[src/rtl/mem_bus_arbiter_if.sv]
// Bus bundle between the CPU core, the DMA requester and the memory array.
// The slave view belongs to the arbiter; the master view is the
// surrounding system (CPU, DMA and memory together).
interface mem_bus_arbiter_if;
  // CPU side
  logic [15:0] cpu_addr;
  logic        cpu_mi;
  logic        cpu_mo;
  logic [15:0] cpu_wdata;
  logic [15:0] cpu_rdata;
  logic        cpu_hold;
  // DMA side
  logic        dma_req;
  logic        dma_we;
  logic [15:0] dma_addr;
  logic [15:0] dma_wdata;
  logic        dma_ack;
  logic [15:0] dma_rdata;
  // memory side
  logic [15:0] mem_addr;
  logic [15:0] mem_wdata;
  logic        mem_we;
  logic        mem_re;
  logic [15:0] mem_rdata;

  modport slave (
    input  cpu_addr, cpu_mi, cpu_mo, cpu_wdata,
    input  dma_req, dma_we, dma_addr, dma_wdata,
    input  mem_rdata,
    output cpu_rdata, cpu_hold,
    output dma_ack, dma_rdata,
    output mem_addr, mem_wdata, mem_we, mem_re
  );

  modport master (
    output cpu_addr, cpu_mi, cpu_mo, cpu_wdata,
    output dma_req, dma_we, dma_addr, dma_wdata,
    output mem_rdata,
    input  cpu_rdata, cpu_hold,
    input  dma_ack, dma_rdata,
    input  mem_addr, mem_wdata, mem_we, mem_re
  );
endinterface

[src/rtl/mem_bus_arbiter.sv]
// Memory bus arbiter: the CPU owns memory whenever it strobes MI/MO, the DMA
// port gets the idle cycles, and a DMA starved for MAX_WAIT cycles steals
// STEAL_LEN cycles by freezing the CPU through cpu_hold.
module mem_bus_arbiter #(
  parameter int MAX_WAIT  = 4,   // 1..255
  parameter int STEAL_LEN = 1    // 1..15
) (
  input  logic               clk,
  input  logic               RST_bar,
  mem_bus_arbiter_if.slave   bus,
  output logic [15:0]        steal_count
);

  typedef enum logic {ARB, STEAL} state_t;

  localparam logic [8:0] WAIT_TRIG  = 9'(MAX_WAIT);
  localparam logic [3:0] STEAL_INIT = 4'(STEAL_LEN - 1);

  state_t      state;
  logic [7:0]  wait_cnt;
  logic [3:0]  steal_cnt;
  logic        hold_q;
  logic [15:0] steal_q;

  logic        cpu_use;
  logic        cpu_own;
  logic        dma_own;
  logic [8:0]  wait_inc;
  logic        steal_go;

  // Grant decision. During STEAL the CPU strobes are frozen and ignored;
  // reset suppresses every grant so no access escapes an aborted steal.
  always_comb begin
    cpu_use  = bus.cpu_mi | bus.cpu_mo;
    cpu_own  = RST_bar && (state == ARB) && cpu_use;
    dma_own  = RST_bar && bus.dma_req && ((state == STEAL) || !cpu_use);
    wait_inc = {1'b0, wait_cnt} + 9'd1;
    steal_go = (state == ARB) && bus.dma_req && !dma_own && (wait_inc == WAIT_TRIG);
  end

  // Owner mux onto the memory port; simultaneous MI/MO pass through as-is.
  always_comb begin
    bus.mem_addr  = 16'h0000;
    bus.mem_wdata = 16'h0000;
    bus.mem_we    = 1'b0;
    bus.mem_re    = 1'b0;
    if (cpu_own) begin
      bus.mem_addr  = bus.cpu_addr;
      bus.mem_wdata = bus.cpu_wdata;
      bus.mem_we    = bus.cpu_mi;
      bus.mem_re    = bus.cpu_mo;
    end else if (dma_own) begin
      bus.mem_addr  = bus.dma_addr;
      bus.mem_wdata = bus.dma_wdata;
      bus.mem_we    = bus.dma_we;
      bus.mem_re    = !bus.dma_we;
    end
  end

  // Read data is steered only to the current owner.
  always_comb begin
    bus.dma_ack   = dma_own;
    bus.cpu_rdata = cpu_own ? bus.mem_rdata : 16'h0000;
    bus.dma_rdata = dma_own ? bus.mem_rdata : 16'h0000;
    bus.cpu_hold  = hold_q;
    steal_count   = steal_q;
  end

  // Starvation counter and steal FSM; cpu_hold is registered with the state.
  always_ff @(posedge clk) begin
    if (!RST_bar) begin
      state     <= ARB;
      wait_cnt  <= 8'd0;
      steal_cnt <= 4'd0;
      hold_q    <= 1'b0;
      steal_q   <= 16'h0000;
    end else begin
      case (state)
        ARB: begin
          if (steal_go) begin
            state     <= STEAL;
            hold_q    <= 1'b1;
            steal_cnt <= STEAL_INIT;
            wait_cnt  <= 8'd0;
            steal_q   <= steal_q + 16'd1;
          end else if (bus.dma_req && !dma_own) begin
            wait_cnt <= (wait_cnt == 8'hFF) ? 8'hFF : wait_cnt + 8'd1;
          end else begin
            wait_cnt <= 8'd0;
          end
        end
        STEAL: begin
          // Hold runs its full length even if the DMA drops its request.
          if (steal_cnt == 4'd0) begin
            state  <= ARB;
            hold_q <= 1'b0;
          end else begin
            steal_cnt <= steal_cnt - 4'd1;
          end
        end
        default: begin
          state  <= ARB;
          hold_q <= 1'b0;
        end
      endcase
    end
  end

endmodule

[src/flat_wrapper.sv]
// flat-port wrapper written by rule: the top's interface ports become plain ports
module mem_bus_arbiter_flat 
#(
  parameter int MAX_WAIT  = 4,            
  parameter int STEAL_LEN = 1            
)
  (clk, RST_bar, steal_count, bus_cpu_addr, bus_cpu_mi, bus_cpu_mo, bus_cpu_wdata, bus_dma_req, bus_dma_we, bus_dma_addr, bus_dma_wdata, bus_mem_rdata, bus_cpu_rdata, bus_cpu_hold, bus_dma_ack, bus_dma_rdata, bus_mem_addr, bus_mem_wdata, bus_mem_we, bus_mem_re);
  mem_bus_arbiter_if bus_i ();
  input  logic clk;
  input  logic RST_bar;
  output logic [15:0] steal_count;
  input wire logic [$bits(bus_i.cpu_addr)-1:0] bus_cpu_addr;
  input wire logic [$bits(bus_i.cpu_mi)-1:0] bus_cpu_mi;
  input wire logic [$bits(bus_i.cpu_mo)-1:0] bus_cpu_mo;
  input wire logic [$bits(bus_i.cpu_wdata)-1:0] bus_cpu_wdata;
  input wire logic [$bits(bus_i.dma_req)-1:0] bus_dma_req;
  input wire logic [$bits(bus_i.dma_we)-1:0] bus_dma_we;
  input wire logic [$bits(bus_i.dma_addr)-1:0] bus_dma_addr;
  input wire logic [$bits(bus_i.dma_wdata)-1:0] bus_dma_wdata;
  input wire logic [$bits(bus_i.mem_rdata)-1:0] bus_mem_rdata;
  output wire logic [$bits(bus_i.cpu_rdata)-1:0] bus_cpu_rdata;
  output wire logic [$bits(bus_i.cpu_hold)-1:0] bus_cpu_hold;
  output wire logic [$bits(bus_i.dma_ack)-1:0] bus_dma_ack;
  output wire logic [$bits(bus_i.dma_rdata)-1:0] bus_dma_rdata;
  output wire logic [$bits(bus_i.mem_addr)-1:0] bus_mem_addr;
  output wire logic [$bits(bus_i.mem_wdata)-1:0] bus_mem_wdata;
  output wire logic [$bits(bus_i.mem_we)-1:0] bus_mem_we;
  output wire logic [$bits(bus_i.mem_re)-1:0] bus_mem_re;
  assign bus_i.cpu_addr = bus_cpu_addr;
  assign bus_i.cpu_mi = bus_cpu_mi;
  assign bus_i.cpu_mo = bus_cpu_mo;
  assign bus_i.cpu_wdata = bus_cpu_wdata;
  assign bus_i.dma_req = bus_dma_req;
  assign bus_i.dma_we = bus_dma_we;
  assign bus_i.dma_addr = bus_dma_addr;
  assign bus_i.dma_wdata = bus_dma_wdata;
  assign bus_i.mem_rdata = bus_mem_rdata;
  assign bus_cpu_rdata = bus_i.cpu_rdata;
  assign bus_cpu_hold = bus_i.cpu_hold;
  assign bus_dma_ack = bus_i.dma_ack;
  assign bus_dma_rdata = bus_i.dma_rdata;
  assign bus_mem_addr = bus_i.mem_addr;
  assign bus_mem_wdata = bus_i.mem_wdata;
  assign bus_mem_we = bus_i.mem_we;
  assign bus_mem_re = bus_i.mem_re;
  mem_bus_arbiter #(.MAX_WAIT(MAX_WAIT), .STEAL_LEN(STEAL_LEN)) u_core (.clk(clk), .RST_bar(RST_bar), .bus(bus_i), .steal_count(steal_count));
endmodule
[config.mk]
export PLATFORM = sky130hd
export DESIGN_NAME = mem_bus_arbiter_flat
export DESIGN_NICKNAME = d
export VERILOG_FILES = /design/src/rtl/mem_bus_arbiter_if.sv /design/src/rtl/mem_bus_arbiter.sv /design/src/flat_wrapper.sv
export SDC_FILE = /design/constraint.sdc
export NUM_CORES = 1
export LEC_CHECK = 0
export ABC_AREA = 0
export BUFFER_PORTS_ARGS = -buffer_cell sky130_fd_sc_hd__buf_4
export CORE_AREA = 5 5 84 86
export DETAILED_ROUTE_END_ITERATION = 10
export DIE_AREA = 0 0 89 91
export GPL_ROUTABILITY_DRIVEN = 0
export PLACE_DENSITY = 0.71
export RECOVER_POWER = 25
export SETUP_SLACK_MARGIN = 0.4
export SYNTH_ARGS = -nofsm -noshare
export SYNTH_HDL_FRONTEND = slang
export SYNTH_SLANG_ARGS = --single-unit
[constraint.sdc]
create_clock -name clk -period 3.6 [get_ports clk]
set_input_delay 0 -clock clk [delete_from_list [all_inputs] [get_ports clk]]
set_output_delay 0 -clock clk [all_outputs]
set_load 0.02 [all_outputs]
* Word-level counts from Yosys, hierarchy flattened
Index checks and enable logic that the tools add are counted.
Storage, ports and cells: bits in registers 30, output and inout port bits 84
Operators by class: add/subtract/negate cells 4, equal/unequal tests 5, mux-type cells 22, bitwise logic cells 2, reductions and logical operators 16
Operators by type and width (number):
- two-way mux 16 bit | 6
- two-way mux 8 bit | 3
- adder 16 x 1 -> 16 bit, second input constant | 1
- adder 8 x 1 -> 9 bit, second input constant | 1
- == test 9 x 3 -> 1 bit, second input constant | 1
- adder 8 x 1 -> 8 bit, second input constant | 1
- == test 8 bit, second input constant | 1
- logical AND 1 bit | 8
- two-way mux 1 bit | 8
- two-way mux 4 bit | 2
- case mux 4 bit (2 select lines) | 1
- AND reduction 2 bit | 3
- logical NOT 4 bit | 1
- != test 2 bit, second input constant | 2
- case mux 1 bit (2 select lines) | 2
- subtractor 4 x 1 -> 4 bit, second input constant | 1
- logical NOT 1 bit | 3
- != test 2 x 1 -> 1 bit, second input constant | 1
- logical OR 1 bit | 1
- inverter 1 bit | 1
- bitwise OR 1 bit | 1

* Logic depth before layout (Yosys ltp)
Gate-level depths: netlist of run 1.
word-level depth 9, mapped depth 8, gate-level depth less buffers 7

* Least setup slack after synthesis of run 1
Ideal clock, no wire load.
kind flip-flop to flip-flop, from reg u_core.wait_cnt[0], to reg u_core.steal_q[9] (netlist: u_core.steal_count[9]), setup time 0.071 ns, data arrival time 2.102 ns, slack 1.427 ns, stages on the path, launching flop included 8, path buffers 1, cells stage by stage dfxtp_1 > ha_1 > or4b_4 > nor3_4 > nand3_1 > buf_2 > or4_1 > a21oi_1
On the way: word-level cells in the longest chain between the ends 4
RTL lines:
- start: declaration | RTL line mem_bus_arbiter.sv:20 | logic [7:0] wait_cnt;
- start signal: assignment | RTL line mem_bus_arbiter.sv:87 | wait_cnt <= (wait_cnt == 8'hFF) ? 8'hFF : wait_cnt + 8'd1;
- adder 8 x 1 -> 9 bit | RTL line mem_bus_arbiter.sv:37 | wait_inc = {1'b0, wait_cnt} + 9'd1;
- == test 9 x 3 -> 1 bit | RTL line mem_bus_arbiter.sv:38 | steal_go = (state == ARB) && bus.dma_req && !dma_own && (wait_inc == WAIT_TRIG);
- logical AND 1 bit | RTL line mem_bus_arbiter.sv:38
- AND reduction 2 bit (no source line)
- end signal: assignment | RTL line mem_bus_arbiter.sv:85 | steal_q <= steal_q + 16'd1;
- end: declaration | RTL line mem_bus_arbiter.sv:23 | logic [15:0] steal_q;
Every way passes these cells. A chain may end at the register's enable or synchronous reset.

* Worst setup path after layout of run 1
from reg u_core.wait_cnt[1], to reg u_core.steal_q[7] (netlist: u_core.steal_count[7])
Same word-level chain as after synthesis.

==> run summary, run 1 <==
Status: finished clean
Yosys top cell by area: dfxtp_1
Core Region: 6200 sq um
Worst path depth: 7
Peak Freq: 393 MHz
Largest net degree at the start of global routing: 51
Crit Path Class: register to register
Register share of total power: 40.0%
Tmin final: 2550 ps
Critical Path Source: u_core.wait_cnt[1]
Buf+Inv Stages, Crit Path: 1
RSZ-0062 raised after global routing: no
Share of the synthesized area in the top cell type: 28.7%
Layout cell share with drive strength beyond 1: 37.8%
Fillers: 589
Final period util: 70.7%
Internal power: 598 uW
Critical Path RT: 3810 ps
Final worst slack: 1050 ps
Clock Tree Root: clkbuf_8
Async set or reset register ratio after synthesis: 0%
Worst reg-to-reg path cell count: 7
Die span in x: 89 um
RR Startpoint: u_core.wait_cnt[1]
CP endpoint kind: register
Sequential area share after synthesis: 28.7%
Height of the die: 91 um
Crit path launch type: register
Hold path cells: 5
Top cell family by delay on the critical path: simple AND/OR/NAND/NOR gates
Post-CTS Setup Bufs: 0
Ys flop type: dfxtp_1
First-pass GRT wire length: 13.7 mm
Post-Layout Cell Count: 506
DRC: 0
Max VDD drop: 0.000186 V
Distinct cells, synth: 40
CTS Buffer Depth: 2
LEAKAGE: 0.00153 uW
Multi-input gate area: 1390 sq um
Storage element area: 601 sq um
Setup_tns: 0 ps
Per-cell routed wire length: 17.6 um
Sw frac: 28.6%
Crit path largest cell delay: 530 ps
Worst-path cell chain: ha_1 -> or4b_4 -> nor3_1 -> nand3_1 -> buf_4 -> or4_1 -> a21oi_1
Number of max-cap violations: 0
TritonCTS clock tree: built
Total grt overflow: 0
CP max stage cell: or4_1
Fin Clk Skew: 3.02 ps
Port bufs: 169
Clock latency on the worst-skew pair: 280 ps
Final Hold Viols: 0
Placed cell count: 498
DRT Pass-1 Iters: 4
Syn Area/Cell: 7.79 sq um
Final Setup Violations: 0
Worst Setup EP: u_core.steal_count[7]
Ranking of synthesized cells by area: dfxtp_1 (29%), a22o_1 (14%), and2_1 (9.9%)
Initial Util: 33.8%
Routed Antenna Nets: 0
Commonest cells after routing, fill and taps aside: buf_4 (152), a22o_1 (34), dfxtp_1 (30), and2_1 (29), a21oi_1 (24)
Mapped Area: 2090 sq um
Yosys warns: 0
Reg-to-reg slack, setup: 1050 ps
Synthesis-stage register bit count: 30
CTS Sinks: 30
Row Count: 29
PwrDens: 246 nW/um^2
Worst hold path class: primary input to register
Reg2reg end: u_core.steal_count[7]
Syn nets: 360
Crit path DAT: 2750 ps
Initial antenna violation count: 0
Syn Inst Count: 269
Post-synth EDFFs: 0
Slew HR: 55.8%
DRT Wirelength: 8.91 mm
CP max FO: 29
Slew Limit Fails: 0
Clk pwr share: 29.9%
I/O pins: 170
GRT Resource Usage Total: 21.6%
Vias in the first global route: 2635
Gate power share: 30.1%
Total Nets Final: 520
Fin area: 3410 sq um
Drt first-iter violations: 147
H-tree depth: 2
Placed cell area: 3410 sq um
Via/cell ratio: 5.31
Routed vias: 2685
Cts bufs inserted: 5
Pre-CTS setup slack: 1220 ps
DP HPWL: 7.21 mm
Worst Tran Pin Value: 661 ps
Diode count: 0
PostCTS Resize Cnt: 0
Die area: 8100 sq um
Switching Power: 239 uW
Syn-to-layout area delta: 62.8%
Commonest non-fill, non-tap cell in the layout: buf_4
Worst-path clk slew: 60 ps
Tot Pwr: 838 uW
## worst min path at each step
stage,from,to
finish,bus_dma_req,u_core.wait_cnt[3]
global route,bus_dma_req,u_core.wait_cnt[3]
CTS,bus_dma_req,u_core.wait_cnt[3]
detailed placement,RST_bar,u_core.wait_cnt[1]
global placement,RST_bar,u_core.wait_cnt[1]
floorplan,RST_bar,u_core.wait_cnt[1]
## cells by family (layout without fill, tap and decap cells)
| group | Yosys count | in the layout | share of synthesized area [%] |
|---|---|---|---|
| xor gates and xnor gates | 3 | 3 | 1.25 |
| adders and majority gates | 5 | 5 | 2.99 |
| and+or+nand+nor | 112 | 112 | 30.8 |
| AOI/OAI and AO/OA | 92 | 92 | 31.0 |
| DFF | 30 | 30 | 28.7 |
| muxes | 1 | 1 | 0.478 |
| buffers and inverters | 26 | 186 | 4.78 |
## area by class of cell
type	instances	area share [%]
flip-flops and latches	30	17.6
clock buffers	7	2.24
repair buffers	174	36.1
inverters	5	0.550
multi-input cells	213	40.7
well taps	77	2.83
## routing by layer
layer  GRT usage (%)  part of all wire, %  vias up
li1                -                    -     1325
met1            22.3                   34     1232
met2            38.1                   52      114
met3            11.0                   12       14
met4            5.83                  2.0        0
met5               0                    0        -
## worst register-to-register path, cell delays in order (launching register included)
cell and delay, ps:
dfxtp_1 440, ha_1 210, or4b_4 460, nor3_1 290, nand3_1 140, buf_4 250
or4_1 530, a21oi_1 160
## through the flow
step	util, %	hold WS [ps]
2_1_floorplan	-	117
3_3_place_gp	55.0	260
3_5_place_dp	55.0	265
4_1_cts	56.4	160
5_1_grt	55.0	207
6_report	55.0	174
## synth_stat cells (3+ instances only)
master	number
o21ai_0	9
o31ai_1	9
dfxtp_1	30
clkbuf_1	19
a31oi_1	3
a21oi_1	24
ha_1	5
or3_1	6
and3_1	3
inv_1	5
a22o_1	34
and2_1	33
nand2_1	16
nor2_1	13
nor3_1	7
nand3_1	9
nand4_1	8
or4_1	8
## power by group through the flow
stage / combinational, uW / clock [uW] / sequential [uW]
2_1_floorplan: 109 / 0 / 342
6_report: 252 / 251 / 335
3_3_place_gp: 253 / 0 / 342
4_1_cts: 256 / 261 / 335
5_1_grt: 269 / 274 / 335
3_5_place_dp: 255 / 0 / 342
## state kept, by name (all words and copies together), names as in the netlist
name and count:
u_core.steal_cnt 4, u_core.steal_count 16, u_core.state 1, u_core.wait_cnt 8, u_core.bus.cpu_hold 1
## what timing repair did
| action | CTS | global route |
|---|---|---|
| hold buffers | 1 | 0 |
| endpoints found under the hold margin | 1 | 0 |
| endpoints found under the setup margin | 0 | 0 |
Power figures use the tool's default switching activity.
==> run 2: changes to the inputs <==
==> constraint.sdc (replaced) <==
create_clock -name clk -period 2.4 [get_ports clk]
set_input_delay 0 -clock clk [delete_from_list [all_inputs] [get_ports clk]]
set_output_delay 0 -clock clk [all_outputs]
set_load 0.02 [all_outputs]
==> run 2 against run 1 <==
  * Fmax increased by 17%
  * Critical path depth increased by 2
  * Critical path type unchanged
  * Sequential share of layout area decreased by 1.1 points
==> run summary, run 2 (same netlist as run 1, synthesis figures left out) <==
Max VDD drop: 0.000269 V (+44%)
Reg-to-reg slack, setup: 230 ps (-830 ps)
Hold path startpoint: bus_dma_req
DP HPWL: 7.04 mm (-2.3%)
Slew Limit Fails: 0 (unchanged)
H-tree depth: 2 (unchanged)
Reg2reg end: u_core.steal_count[5]
Multi-input gate area: 1520 sq um (+9.6%)
Vias in the first global route: 2775 (+5.3%)
Clock Tree Root: clkbuf_8
CP max FO: 8 (-72%)
Final Setup Violations: 0 (unchanged)
Number of max-cap violations: 0 (unchanged)
Commonest non-fill, non-tap cell in the layout: buf_4
Via/cell ratio: 5.40 (+1.7%)
Syn-to-layout area delta: 75.8%
Total grt overflow: 0 (unchanged)
Routed vias: 2827 (+5.3%)
Clock latency on the worst-skew pair: 290 ps (about the same)
Largest net degree at the start of global routing: 50 (-2.0%)
TritonCTS clock tree: built
LEAKAGE: 0.00162 uW (+5.6%)
Fillers: 592 (+0.51%)
Initial Util: 33.8% (unchanged)
CP endpoint kind: register
RSZ-0062 raised after global routing: yes
Max reg flops: 16 (unchanged)
Slew HR: 48.0% (-7.9 points)
Status: finished clean
First-pass GRT wire length: 14.2 mm (+3.5%)
Fin Clk Skew: 4.92 ps (+1.90 ps)
Cts bufs inserted: 5 (unchanged)
Worst Tran Pin Value: 780 ps (+119 ps)
RR Startpoint: u_core.wait_cnt[1]
Worst hold path class: primary input to register
I/O pins: 170 (unchanged)
Total Nets Final: 537 (+3.3%)
CTS Sinks: 30 (unchanged)
Core Region: 6200 sq um (unchanged)
Worst Hold Margin: 232 ps (+57.9 ps)
Routed Antenna Nets: 0 (unchanged)
Fin area: 3680 sq um (+8.0%)
Per-cell routed wire length: 18.2 um (+3.2%)
DRC: 0 (unchanged)
Worst reg-to-reg path cell count: 9 (+2)
Placed cell area: 3480 sq um (+1.8%)
Row Count: 29 (unchanged)
Height of the die: 91 um (unchanged)
Die span in x: 89 um (unchanged)
Commonest cells after routing, fill and taps aside: buf_4 (156), a22o_1 (34), and2_1 (33), clkbuf_1 (27), dfxtp_1 (27)
Crit path DAT: 2400 ps (-350 ps)
Final Hold Viols: 0 (unchanged)
Final period util: 90.6% (+20 points)
Critical Path RT: 2620 ps (-1190 ps)
Tmin final: 2170 ps (-371 ps)
Initial antenna violation count: 0 (unchanged)
Die area: 8100 sq um (unchanged)
Drt first-iter violations: 174 (+18%)
Crit Path Class: register to register
DRT Wirelength: 9.53 mm (+6.9%)
Worst Hold Path EP: u_core.wait_cnt[3]
Layout cell share with drive strength beyond 1: 43.8% (+6.1 points)
PwrDens: 360 nW/um^2 (+46%)
GRT Resource Usage Total: 22.1% (+0.50 points)
Setup_tns: 0 ps (unchanged)
Port bufs: 169 (unchanged)
Worst-path clk slew: 60 ps (about the same)
Hold path cells: 5 (unchanged)
Diode count: 0 (unchanged)
CTS Buffer Depth: 2 (unchanged)
Storage element area: 609 sq um (+1.5%)
Crit path launch type: register
DRT Pass-1 Iters: 4 (unchanged)
Peak Freq: 460 MHz (+17%)
run 2: where the power goes:
part | total, uW | internal (uW) | switching (uW)
combinational | 397 | 209 | 188
clock | 426 | 231 | 195
sequential | 501 | 498 | 2.24
run 2: per-layer routing:
layer | share of wire [%] | global-route usage (%) | up-vias
li1 | - | - | 1365
met1 | 36 | 23.9 | 1304
met2 | 51 | 39.3 | 136
met3 | 11 | 9.50 | 22
met4 | 2.3 | 5.21 | 0
met5 | 0 | 0 | -
run 2: final cells by class:
class | count | area share [%]
multi-input cells | 215 | 41.3
flip-flops and latches | 30 | 16.5
clock buffers | 7 | 2.34
clock inverters | 1 | 0.136
repair buffers | 189 | 36.6
inverters | 5 | 0.510
well taps | 77 | 2.62
run 2: critical path, stage by stage, from the launching register on:
cell	delay (ps)
dfxtp_4	350
buf_4	150
ha_1	280
xnor2_2	200
nor3_4	200
buf_6	150
buf_6	110
nand3_4	130
or3_4	430
a21oi_2	120
run 2: worst max-delay path by stage:
stage                  startpoint                     end  slack [ps]  depth (start not counted)
2_1_floorplan  u_core.wait_cnt[1]  u_core.steal_count[10]         390                          7
3_3_place_gp   u_core.wait_cnt[1]   u_core.steal_count[6]         230                          7
3_5_place_dp   u_core.wait_cnt[1]  u_core.steal_count[11]         190                          6
4_1_cts        u_core.wait_cnt[0]   u_core.steal_count[6]         290                          8
5_1_grt        u_core.wait_cnt[1]   u_core.steal_count[5]         130                          9
6_report       u_core.wait_cnt[1]   u_core.steal_count[5]         230                          9
run 2: timing repair:
item,4_1_cts,5_1_grt
endpoints found under the setup margin,21,29
pin swaps,10,16
gates resized for setup,5,24
cloned,1,2
hold buffers,1,0
buffers inserted,9,0
endpoints found under the hold margin,1,0
run 2: through the flow:
stage                     setup WS, ps  total power [uW]  util [%]  std cells
after floorplan                    395               676         -        269
after CTS                          290              1320      59.3        522
after global routing               128              1370      59.3        524
after detailed placement           190               899      56.0        503
after global placement             228               896      56.0        503
final                              225              1320      59.3        524
